## src/rtl/apb4_master_bridge.sv

```systemverilog
// APB4 requester: one valid/ready command becomes one APB4 transfer and one response; watchdog under APB4_MST_TIMEOUT_EN.
// Latency: psel the cycle after accept, penable one cycle later, rsp_valid the cycle after pready (zero waits: accept+3).
// Backpressure: cmd_ready only while idle, so new commands stall; the response is held stable until rsp_ready.
module apb4_master_bridge #(
  parameter int                 ADDRWIDTH   = 12,
  parameter int                 TOWIDTH     = 8,
  parameter logic [TOWIDTH-1:0] TIMEOUT_CYC = 8'd200
) (
  input  logic                 pclk,
  input  logic                 presetn,
  input  logic                 cmd_valid,
  output logic                 cmd_ready,
  input  logic                 cmd_write,
  input  logic [ADDRWIDTH-1:0] cmd_addr,
  input  logic [31:0]          cmd_wdata,
  input  logic [3:0]           cmd_strb,
  input  logic [2:0]           cmd_prot,
  output logic                 rsp_valid,
  input  logic                 rsp_ready,
  output logic [31:0]          rsp_rdata,
  output logic                 rsp_err,
  output logic                 rsp_timeout,
  output logic                 psel,
  output logic                 penable,
  output logic                 pwrite,
  output logic [ADDRWIDTH-1:0] paddr,
  output logic [31:0]          pwdata,
  output logic [3:0]           pstrb,
  output logic [2:0]           pprot,
  input  logic [31:0]          prdata,
  input  logic                 pready,
  input  logic                 pslverr
);

  typedef enum logic [1:0] {IDLE, SETUP, ACCESS, RESP} state_t;

  state_t state_q, state_d;
  logic   accept, done, abort, to_hit;

  always_comb begin
    state_d = state_q;
    accept  = 1'b0;
    done    = 1'b0;
    abort   = 1'b0;
    case (state_q)
      IDLE: begin
        // cmd_ready is low for the first idle cycle after reset
        if (cmd_valid && cmd_ready) begin
          accept  = 1'b1;
          state_d = SETUP;
        end
      end
      SETUP:  state_d = ACCESS;
      ACCESS: begin
        if (pready) begin
          done    = 1'b1;
          state_d = RESP;
        end else if (to_hit) begin
          abort   = 1'b1;
          state_d = RESP;
        end
      end
      RESP:    if (rsp_ready) state_d = IDLE;
      default: state_d = IDLE;
    endcase
  end

  always_ff @(posedge pclk or negedge presetn) begin
    if (!presetn) begin
      state_q   <= IDLE;
      cmd_ready <= 1'b0;
      psel      <= 1'b0;
      penable   <= 1'b0;
      rsp_valid <= 1'b0;
      rsp_rdata <= '0;
      rsp_err   <= 1'b0;
      pwrite    <= 1'b0;
      paddr     <= '0;
      pwdata    <= '0;
      pstrb     <= '0;
      pprot     <= '0;
    end else begin
      state_q   <= state_d;
      cmd_ready <= (state_d == IDLE);
      psel      <= (state_d == SETUP) || (state_d == ACCESS);
      penable   <= (state_d == ACCESS);
      rsp_valid <= (state_d == RESP);
      if (accept) begin
        pwrite <= cmd_write;
        paddr  <= cmd_addr;
        pwdata <= cmd_wdata;
        pstrb  <= cmd_write ? cmd_strb : 4'h0;
        pprot  <= cmd_prot;
      end
      if (done) begin
        rsp_rdata <= pwrite ? 32'h0 : prdata;
        rsp_err   <= pslverr;
      end else if (abort) begin
        rsp_rdata <= 32'h0;
        rsp_err   <= 1'b1;
      end
    end
  end

`ifdef APB4_MST_TIMEOUT_EN
  // Abort once TIMEOUT_CYC consecutive pready-low ACCESS cycles have elapsed
  localparam logic [TOWIDTH-1:0] TO_LAST = TIMEOUT_CYC - 1'b1;

  logic [TOWIDTH-1:0] to_cnt;

  assign to_hit = !pready && (to_cnt == TO_LAST);

  always_ff @(posedge pclk or negedge presetn) begin
    if (!presetn) begin
      to_cnt      <= '0;
      rsp_timeout <= 1'b0;
    end else begin
      if (state_d == ACCESS && state_q != ACCESS) to_cnt <= '0;
      else if (state_q == ACCESS && !pready)      to_cnt <= to_cnt + 1'b1;
      if (done)       rsp_timeout <= 1'b0;
      else if (abort) rsp_timeout <= 1'b1;
    end
  end
`else
  logic to_unused;
  assign to_unused   = ^TIMEOUT_CYC;
  assign to_hit      = 1'b0;
  assign rsp_timeout = 1'b0;
`endif

endmodule
```

## config.mk

```make
export PLATFORM = sky130hd
export DESIGN_NAME = apb4_master_bridge
export DESIGN_NICKNAME = d
export VERILOG_FILES = /design/src/rtl/apb4_master_bridge.sv
export SDC_FILE = /design/constraint.sdc
export NUM_CORES = 1
export LEC_CHECK = 0
export CORE_UTILIZATION = 45
export CTS_BUF_LIST = sky130_fd_sc_hd__clkbuf_8
export DETAILED_ROUTE_END_ITERATION = 10
export GPL_ROUTABILITY_DRIVEN = 0
export HOLD_SLACK_MARGIN = 0.1
export PLACE_DENSITY = 0.92
export RECOVER_POWER = 100
export SLEW_MARGIN = 20
export SYNTH_ARGS = -nofsm -noshare
export SYNTH_HDL_FRONTEND = slang
export SYNTH_SLANG_ARGS = --single-unit
```

## constraint.sdc

```tcl
create_clock -name pclk -period 3.1 [get_ports pclk]
set_input_delay 0.62 -clock pclk [delete_from_list [all_inputs] [get_ports pclk]]
set_output_delay 0.62 -clock pclk [all_outputs]
set_load 0.02 [all_outputs]
```

==> flow_summary.toml, run 1 <==
[sta]
skew_ps = 8.282
holdWs_ps = 317.4
setup_tns_ps = 0
setup_viol = 0
maxSlewViolCount = 0
worst_slack_ps = 776.5
rsz0062_at_grt = "no"
finalCriticalPeriod_ps = 2324
min_period_over_period_pct = 74.95
max_slew_margin_pct = 46.28
max_freq_mhz = 430.4
worst_slew_pin_slew_ps = 805.8
hold_viol_final = 0

[layout]
syn_to_final_growth_pct = 42.91
antennaDiodeCount = 0
drive_gt1_share_pct = 8.451
fin_area_um2 = 5700
fill_cells = 616
fin_nets = 515

[power_and_ir_drop]
p_switching_mw = 1.976
clkPwrFrac_pct = 12.9
p_int_mw = 3.303
power_frac_seq_pct = 38.4
p_leak_nw = 2.563
peakVddDrop_mv = 0.4944
switching_share_pct = 37.43
power_density_nw_per_um2 = 926.0
p_total_mw = 5.279
power_frac_comb_pct = 48.8

[floorplanning]
core-area_um2 = 8382
boundaryPins = 180
die_w_um = 96.15
die_h_um = 96.15
start_util_pct = 47.59
die_area_um2 = 9245
rows = 33

[yosys]
avgSynthCellArea_um2 = 16.41
synth_area_leaders = "dfrtp_1 (57%), mux2_4 (24%), nor2b_1 (5.0%)"
synth_top_area_share_pct = 57.09
synthCells = 243
yosysUniqueCellTypes = 20
synth_area_um2 = 3989
synthesis.nets = 336
ys_ff_latch = 91
ys_warn_count = 0
synth_top_area_cell = "dfrtp_1"
yosysSeqAreaShare_pct = 57.09

[run_status]
run_status = "finished, final reports clean"

[clock_network]
clk_latency_ps = 340
cts-hold-fix-buffers = 0
h-tree-depth = 3
cts_buffers = 9
cts_sinks = 91
clk_pin_slew_ps = 90
cts.path.max_buffers = 2
ctsResizeCount = 0
cts_tree = "done"
cts_root_buf = "clkbuf_8"
postCtsSetupRepairBufs = 0

[setup_path]
path_buf_inv = 2
critPathCaptureType = "flop"
crit_chain = "dlygate4sd3_1 > nor4bb_1 > clkbuf_1 > a311o_1 > ha_1"
startpoint = "cmd_valid"
cpLargestDelayFamily = "buffers and inverters"
worstPathArrival_ps = 2550
worst-setup-path-type = "in -> reg"
cp.required_ps = 3330
startpoint_type = "input pin"
crit_fanout = 8
slowest_stage = "dlygate4sd3_1"
r2r-start = "state_q[1]"
max_stage_delay_ps = 510

[drt]
first_pass_iters = 3
route.met3.wl_um = 714
routed_wirelength_um = 8714
route.vias.total = 2554
routed_via_density = 4.810
wl_per_cell_um = 16.41
wl_met2_um = 4362
drtIter0Drc = 47
highest_layer = "met4"
ant_nets = 0
post-route-drc-count = 0
wl_met1_um = 3373

[placed_design]
dpl_worst_slack_ps = 812.3
placed_cell_area_um2 = 5789
portBuffers = 178
dp_hpwl_um = 6507

[worst_hold_path]
hp-class = "in -> async"

[global_routing]
grt_pass1_wl_um = 12840
overflow = 0
grt_max_degree = 92
grt_usage_pct = 18.79
antenna_found_initial = 0
grt_pass1_vias = 2616

[flow_run]
cap_violations = 0
-- synth_stat cells --
cell type and number:
a311o_1 1, a311oi_1 1, and3b_1 1, buf_12 5, buf_4 1, buf_6 5
clkbuf_1 3, conb_1 1, dfrtp_1 91, ha_1 3, inv_1 5, mux2_2 17
mux2_4 64, mux2i_1 4, nand2_1 4, nand3_1 1, nor2b_1 32, nor4bb_2 1
o21a_1 2, o21ai_0 1
-- sequential cells by signal (all words and copies together), names as in the netlist, 2 cells and up --
signal     flops
rsp_rdata     32
paddr         12
pwdata        32
state_q        2
pprot          3
pstrb          4
-- logic make-up after synthesis --
family,synth area share (%)
other,0.09401
adder cells (fa/ha/maj),0.9411
buffers and inverters,4.862
AO/OA/AOI/OAI,0.9722
flip-flops,57.09
AND/OR/NAND/NOR,6.148
multiplexers,29.89
-- path summary, 6_finish.rpt --
check                                to  cells after the start  slack [ps]
setup / recovery                   psel                      5         780
setup reg to reg                   psel                      4        1020
max in group asynchronous  rsp_rdata[9]                      1        2210
hold / removal               pwdata[13]                      1         320
hold reg to reg              pwdata[21]                      1         490
min in group pclk            pwdata[21]                      1         490
-- metal layers --
layer  up-vias  track usage [%]
li1       1185                -
met1      1228            21.10
met2       118            32.15
met3        23            6.003
met4         0            9.080
met5         -                0
-- worst reg2reg max path: stages (launching register included) --
cell and delay [ps]:
dfrtp_1 460, nor4bb_1 580, clkbuf_1 470, a311o_1 230, ha_1 240
-- area by class of cell --
cell class              instances  area, um2  area share [%]
well taps                     105      131.4           2.305
repair buffers                182       1834           32.18
inverters                       5      18.77          0.3292
multi-input cells             133       1279           22.43
clock inverters                 5      22.52          0.3951
flip-flops and latches         91       2277           39.95
clock buffers                  10      137.6           2.414
-- power groups by stage --
stage | clock (mW) | sequential (mW) | combinational (mW)
6_report | 0.679 | 2.03 | 2.57
5_1_grt | 0.760 | 2.10 | 2.74
4_1_cts | 0.703 | 2.09 | 3.18
3_5_place_dp | 0 | 2.10 | 3.17
3_3_place_gp | 0 | 2.08 | 3.11
2_1_floorplan | 0 | 2.75 | 1.08
-- layout by cell type, fill, tap and decap left out, drive strengths merged, types with 2 or more instances in the layout --
cell / Yosys / final
ha: 3 / 3
mux2i: 4 / 4
dlygate4sd3: 0 / 92
nand2: 4 / 4
inv: 5 / 7
buf: 11 / 4
clkbuf: 3 / 11
nor2b: 32 / 32
clkdlybuf4s50: 0 / 85
mux2: 81 / 81
clkinv: 0 / 3
dfrtp: 91 / 91
o21a: 2 / 2
-- through the flow --
stage | utilization, % | cells
after floorplan | - | 243
after global placement | 69.07 | 516
after detailed placement | 69.07 | 516
after CTS | 70.98 | 531
after global routing | 68.01 | 531
final | 68.01 | 531
Power figures use the tool's default switching activity.
==> run 2, diff against run 1 <==
Settings changed: CORE_UTILIZATION 45 to 43, PLACE_DENSITY 0.92 to 0.88.
Clock period 3.1 ns to 2.3 ns, I/O delays scaled along.
==> flow_summary.toml, run 2 (same netlist as run 1, synthesis figures left out) <==
[sta]
max_slew_margin_pct = 45.79
finalCriticalPeriod_ps = 1903
worst_slew_pin_slew_ps = 813.2
setup_tns_ps = 0
min_period_over_period_pct = 82.75
rsz0062_at_grt = "no"
hold_viol_final = 0
max_freq_mhz = 525.4
maxSlewViolCount = 0
setup_viol = 0
skew_ps = 10.16

[setup_path]
path_common_cell = "buf_12"
r2r_end = "pwdata[5]"
r2r-start = "state_q[1]"
worstPathArrival_ps = 2130
crit_fanout = 23
crit_chain = "nor4bb_1 > buf_12 > buf_12 > mux2_1"
startpoint_type = "flop"
critPathCaptureType = "flop"
max_stage_delay_ps = 530
slowest_stage = "nor4bb_1"
worst-setup-path-type = "reg -> reg"
cp.required_ps = 2520
reg2reg_setup_slack_ps = 400
worstRegToRegCells = 4

[clock_network]
cts.path.max_buffers = 2
h-tree-depth = 3
cts_buffers = 9
cts_root_buf = "clkbuf_8"
cts_tree = "done"
clk_latency_ps = 350
cts_sinks = 91
postCtsSetupRepairBufs = 0
clk_pin_slew_ps = 90

[drt]
wl_per_cell_um = 16.97
route.vias.total = 2580
drtIter0Drc = 34
post-route-drc-count = 15
routed_via_density = 4.769
routed_wirelength_um = 9181
first_pass_iters = 8
ant_nets = 0

[power_and_ir_drop]
switching_share_pct = 37.27
power_frac_comb_pct = 47.7
p_switching_mw = 2.768
p_leak_nw = 2.616
power_frac_seq_pct = 37.1
peakVddDrop_mv = 0.6059
power_density_nw_per_um2 = 1272
p_int_mw = 4.658
clkPwrFrac_pct = 15.1
p_total_mw = 7.427

[floorplanning]
die_h_um = 98.32
die_w_um = 98.32
core-area_um2 = 8848
start_util_pct = 45.08
die_area_um2 = 9666
rows = 34
boundaryPins = 180

[layout]
top_regs = "pwdata: 32 flops, rsp_rdata: 32 flops, paddr: 12 flops"
syn_to_final_growth_pct = 46.33
mostFrequentLayoutCell = "dfrtp_1"
antennaDiodeCount = 0
fin_nets = 521
drive_gt1_share_pct = 11.09
mostFrequentLayoutCells = "dfrtp_1 (91), dlygate4sd3_1 (90), clkdlybuf4s50_1 (88), mux2_1 (58), nor2b_1 (32)"

[global_routing]
grt_pass1_wl_um = 14790
grt_pass1_vias = 2899
antenna_found_initial = 0
grt_max_degree = 36
grt_usage_pct = 19.95
overflow = 0

[flow_run]
cap_violations = 0

[run_status]
run_status = "finished, violations left"
violations = "DRC"

[worst_hold_path]
hold_path_depth = 1
hp-class = "reg -> reg"
hp-start = "rsp_rdata[0]"
hold_end = "rsp_rdata[0]"

[placed_design]
dp_hpwl_um = 7039
portBuffers = 178
run 2: final cells by class:
| class | count | area [um2] |
|---|---|---|
| clock buffer | 11 | 151.4 |
| clock inverter | 5 | 60.06 |
| fill | 689 | 3012 |
| inverter | 5 | 18.77 |
| multi-input combinational | 133 | 1294 |
| sequential | 91 | 2277 |
| tap | 108 | 135.1 |
| timing repair buffer | 188 | 1901 |
run 2: layer usage:
layer	global-route usage (%)	vias up	part of all wire [%]
li1	-	1190	-
met1	22.93	1267	38
met2	34.45	112	51
met3	7.802	11	9.2
met4	5.855	0	1.4
met5	0	-	0
run 2: power by group through the flow:
| stage | combinational (mW) | clock, mW | sequential, mW |
|---|---|---|---|
| 6_report | 3.55 | 1.12 | 2.76 |
| 5_1_grt | 3.76 | 1.23 | 2.86 |
| 4_1_cts | 4.33 | 1.16 | 2.85 |
| 3_5_place_dp | 4.32 | 0 | 2.85 |
| 3_3_place_gp | 4.19 | 0 | 2.82 |
| 2_1_floorplan | 1.45 | 0 | 3.71 |
run 2: worst max-delay path: cells and delay by family (launching register included):
family,cells,cell delay (ps)
simple gates,1,530
flops,1,470
buf+inv,2,430
mux,1,340
run 2: per-stage QoR:
step	setup WS [ps]	utilization, %	area, um2	cells	hold slack [ps]
6_report	396.6	65.96	5837	541	484.1
5_1_grt	245.8	65.96	5837	541	505.0
4_1_cts	433.9	68.82	6090	541	514.7
3_5_place_dp	231.5	66.32	5868	524	431.7
3_3_place_gp	266.8	66.32	5868	524	427.7
2_1_floorplan	683.1	-	3989	243	164.4
run 2: repair_timing:
| item | in CTS | in global routing |
|---|---|---|
| resized for setup | 0 | 0 |
| hold endpoints to repair | 31 | 0 |
| hold buffers | 1 | 0 |
run 2: how the worst max path moves through the flow:
stage               depth (start not counted)           from       endpoint
global placement                            5      cmd_valid       paddr[2]
CTS                                         1  rsp_rdata[23]  rsp_rdata[23]
floorplan                                   5     state_q[1]           psel
finish                                      4     state_q[1]      pwdata[5]
detailed placement                          5      cmd_valid       paddr[5]
global route                                3        presetn  rsp_rdata[16]
==> run 3, diff against run 2 <==
Clock period 2.3 ns to 2 ns, I/O delays scaled along.
==> flow_summary.toml, run 3 (same netlist as run 1, synthesis figures left out) <==
[sta]
max_slew_margin_pct = 45.36
finalCriticalPeriod_ps = 1822
worst_slew_pin_slew_ps = 819.6
maxSlewViolCount = 0
setup_viol = 0
max_freq_mhz = 548.7
hold_viol_final = 0
rsz0062_at_grt = "no"
skew_ps = 12.11
setup_tns_ps = 0
min_period_over_period_pct = 91.12

[layout]
drive_gt1_share_pct = 11.98
syn_to_final_growth_pct = 47.74
top_regs = "pwdata: 32 flops, rsp_rdata: 32 flops, paddr: 12 flops"
fin_nets = 522
antennaDiodeCount = 0
mostFrequentLayoutCells = "dfrtp_1 (91), dlygate4sd3_1 (90), clkdlybuf4s50_1 (88), mux2_1 (56), nor2b_1 (32)"
mostFrequentLayoutCell = "dfrtp_1"

[clock_network]
clk_latency_ps = 340
cts_tree = "done"
cts_sinks = 91
cts_buffers = 9
cts-hold-fix-buffers = 1
postCtsSetupRepairBufs = 0
ctsResizeCount = 0
clk_pin_slew_ps = 80
cts_root_buf = "clkbuf_8"
cts.path.max_buffers = 2
h-tree-depth = 3

[power_and_ir_drop]
power_density_nw_per_um2 = 1469
p_leak_nw = 2.647
peakVddDrop_mv = 0.7096
p_total_mw = 8.659

[worst_hold_path]
hp-class = "reg -> reg"
hp-start = "pwdata[5]"
hold_end = "pwdata[5]"
hold_path_depth = 1

[floorplanning]
die_h_um = 98.32
core-area_um2 = 8848
rows = 34
die_area_um2 = 9666
boundaryPins = 180
start_util_pct = 45.08
die_w_um = 98.32

[drt]
routed_wirelength_um = 9162
first_pass_iters = 9
drtIter0Drc = 52
ant_nets = 0
routed_via_density = 4.790
wl_per_cell_um = 16.90
route.vias.total = 2596
post-route-drc-count = 15

[setup_path]
critPathCaptureType = "primary output"
crit_fanout = 2
worstPathArrival_ps = 1420
max_stage_delay_ps = 710
crit_chain = "dlygate4sd3_1"
cpLargestDelayFamily = "buffers and inverters"
startpoint_type = "flop"
worstRegToRegCells = 4
reg2reg_setup_slack_ps = 210
slowest_stage = "dlygate4sd3_1"
cp.required_ps = 1600
worst-setup-path-type = "reg -> out"
r2r-start = "state_q[1]"
r2r_end = "pwdata[15]"
path_buf_inv = 1

[global_routing]
grt_pass1_vias = 2809
overflow = 0
grt_usage_pct = 19.84
grt_max_degree = 41
antenna_found_initial = 0
grt_pass1_wl_um = 14590

[placed_design]
dp_hpwl_um = 7007
portBuffers = 178

[run_status]
violations = "DRC"
run_status = "finished, violations left"

[flow_run]
cap_violations = 0
## run 3: final cells by class
type,count,area [um2]
clock buffers,10,137.6
well taps,108,135.1
multi-input cells,133,1316
flip-flops and latches,91,2277
clock inverters,6,88.84
inverters,5,18.77
fillers,682,2955
repair buffers,189,1919
## run 3: worst max path at each step
| stage | startpoint | endpoint | slack, ps | cells after the start |
|---|---|---|---|---|
| floorplan | state_q[1] | psel | 380 | 5 |
| global placement | cmd_valid | pwdata[23] | 90 | 5 |
| detailed placement | cmd_valid | pwdata[3] | 50 | 5 |
| CTS | rsp_rdata[19] | rsp_rdata[19] | 220 | 1 |
| global route | paddr[4] | paddr[4] | 110 | 1 |
| finish | rsp_rdata[19] | rsp_rdata[19] | 180 | 1 |
## run 3: metrics by stage
stage               util, %  hold slack [ps]  worst slack (ps)  cell area (um2)  instances
floorplan                 -            104.4             383.1             3989        243
global placement      66.54            349.7             87.18             5888        525
detailed placement    66.54            358.7             49.08             5888        525
CTS                   69.22            514.5             221.4             6125        542
global route          66.60            508.6             111.3             5893        542
finish                66.60            483.3             177.6             5893        542
## run 3: report_power, final
part           switching (mW)  internal [mW]
clock                   0.651          0.741
sequential              0.461           2.71
combinational            2.07           2.03
## run 3: routing by layer
layer  wire [um]  share of wire (%)  vias up  GRT usage (%)
met3         838                9.1        6          7.946
met2        4625                 50      110          34.29
met4          73               0.80        0          4.592
li1            -                  -     1199              -
met1        3625                 40     1281          23.16
met5           0                  0        -              0
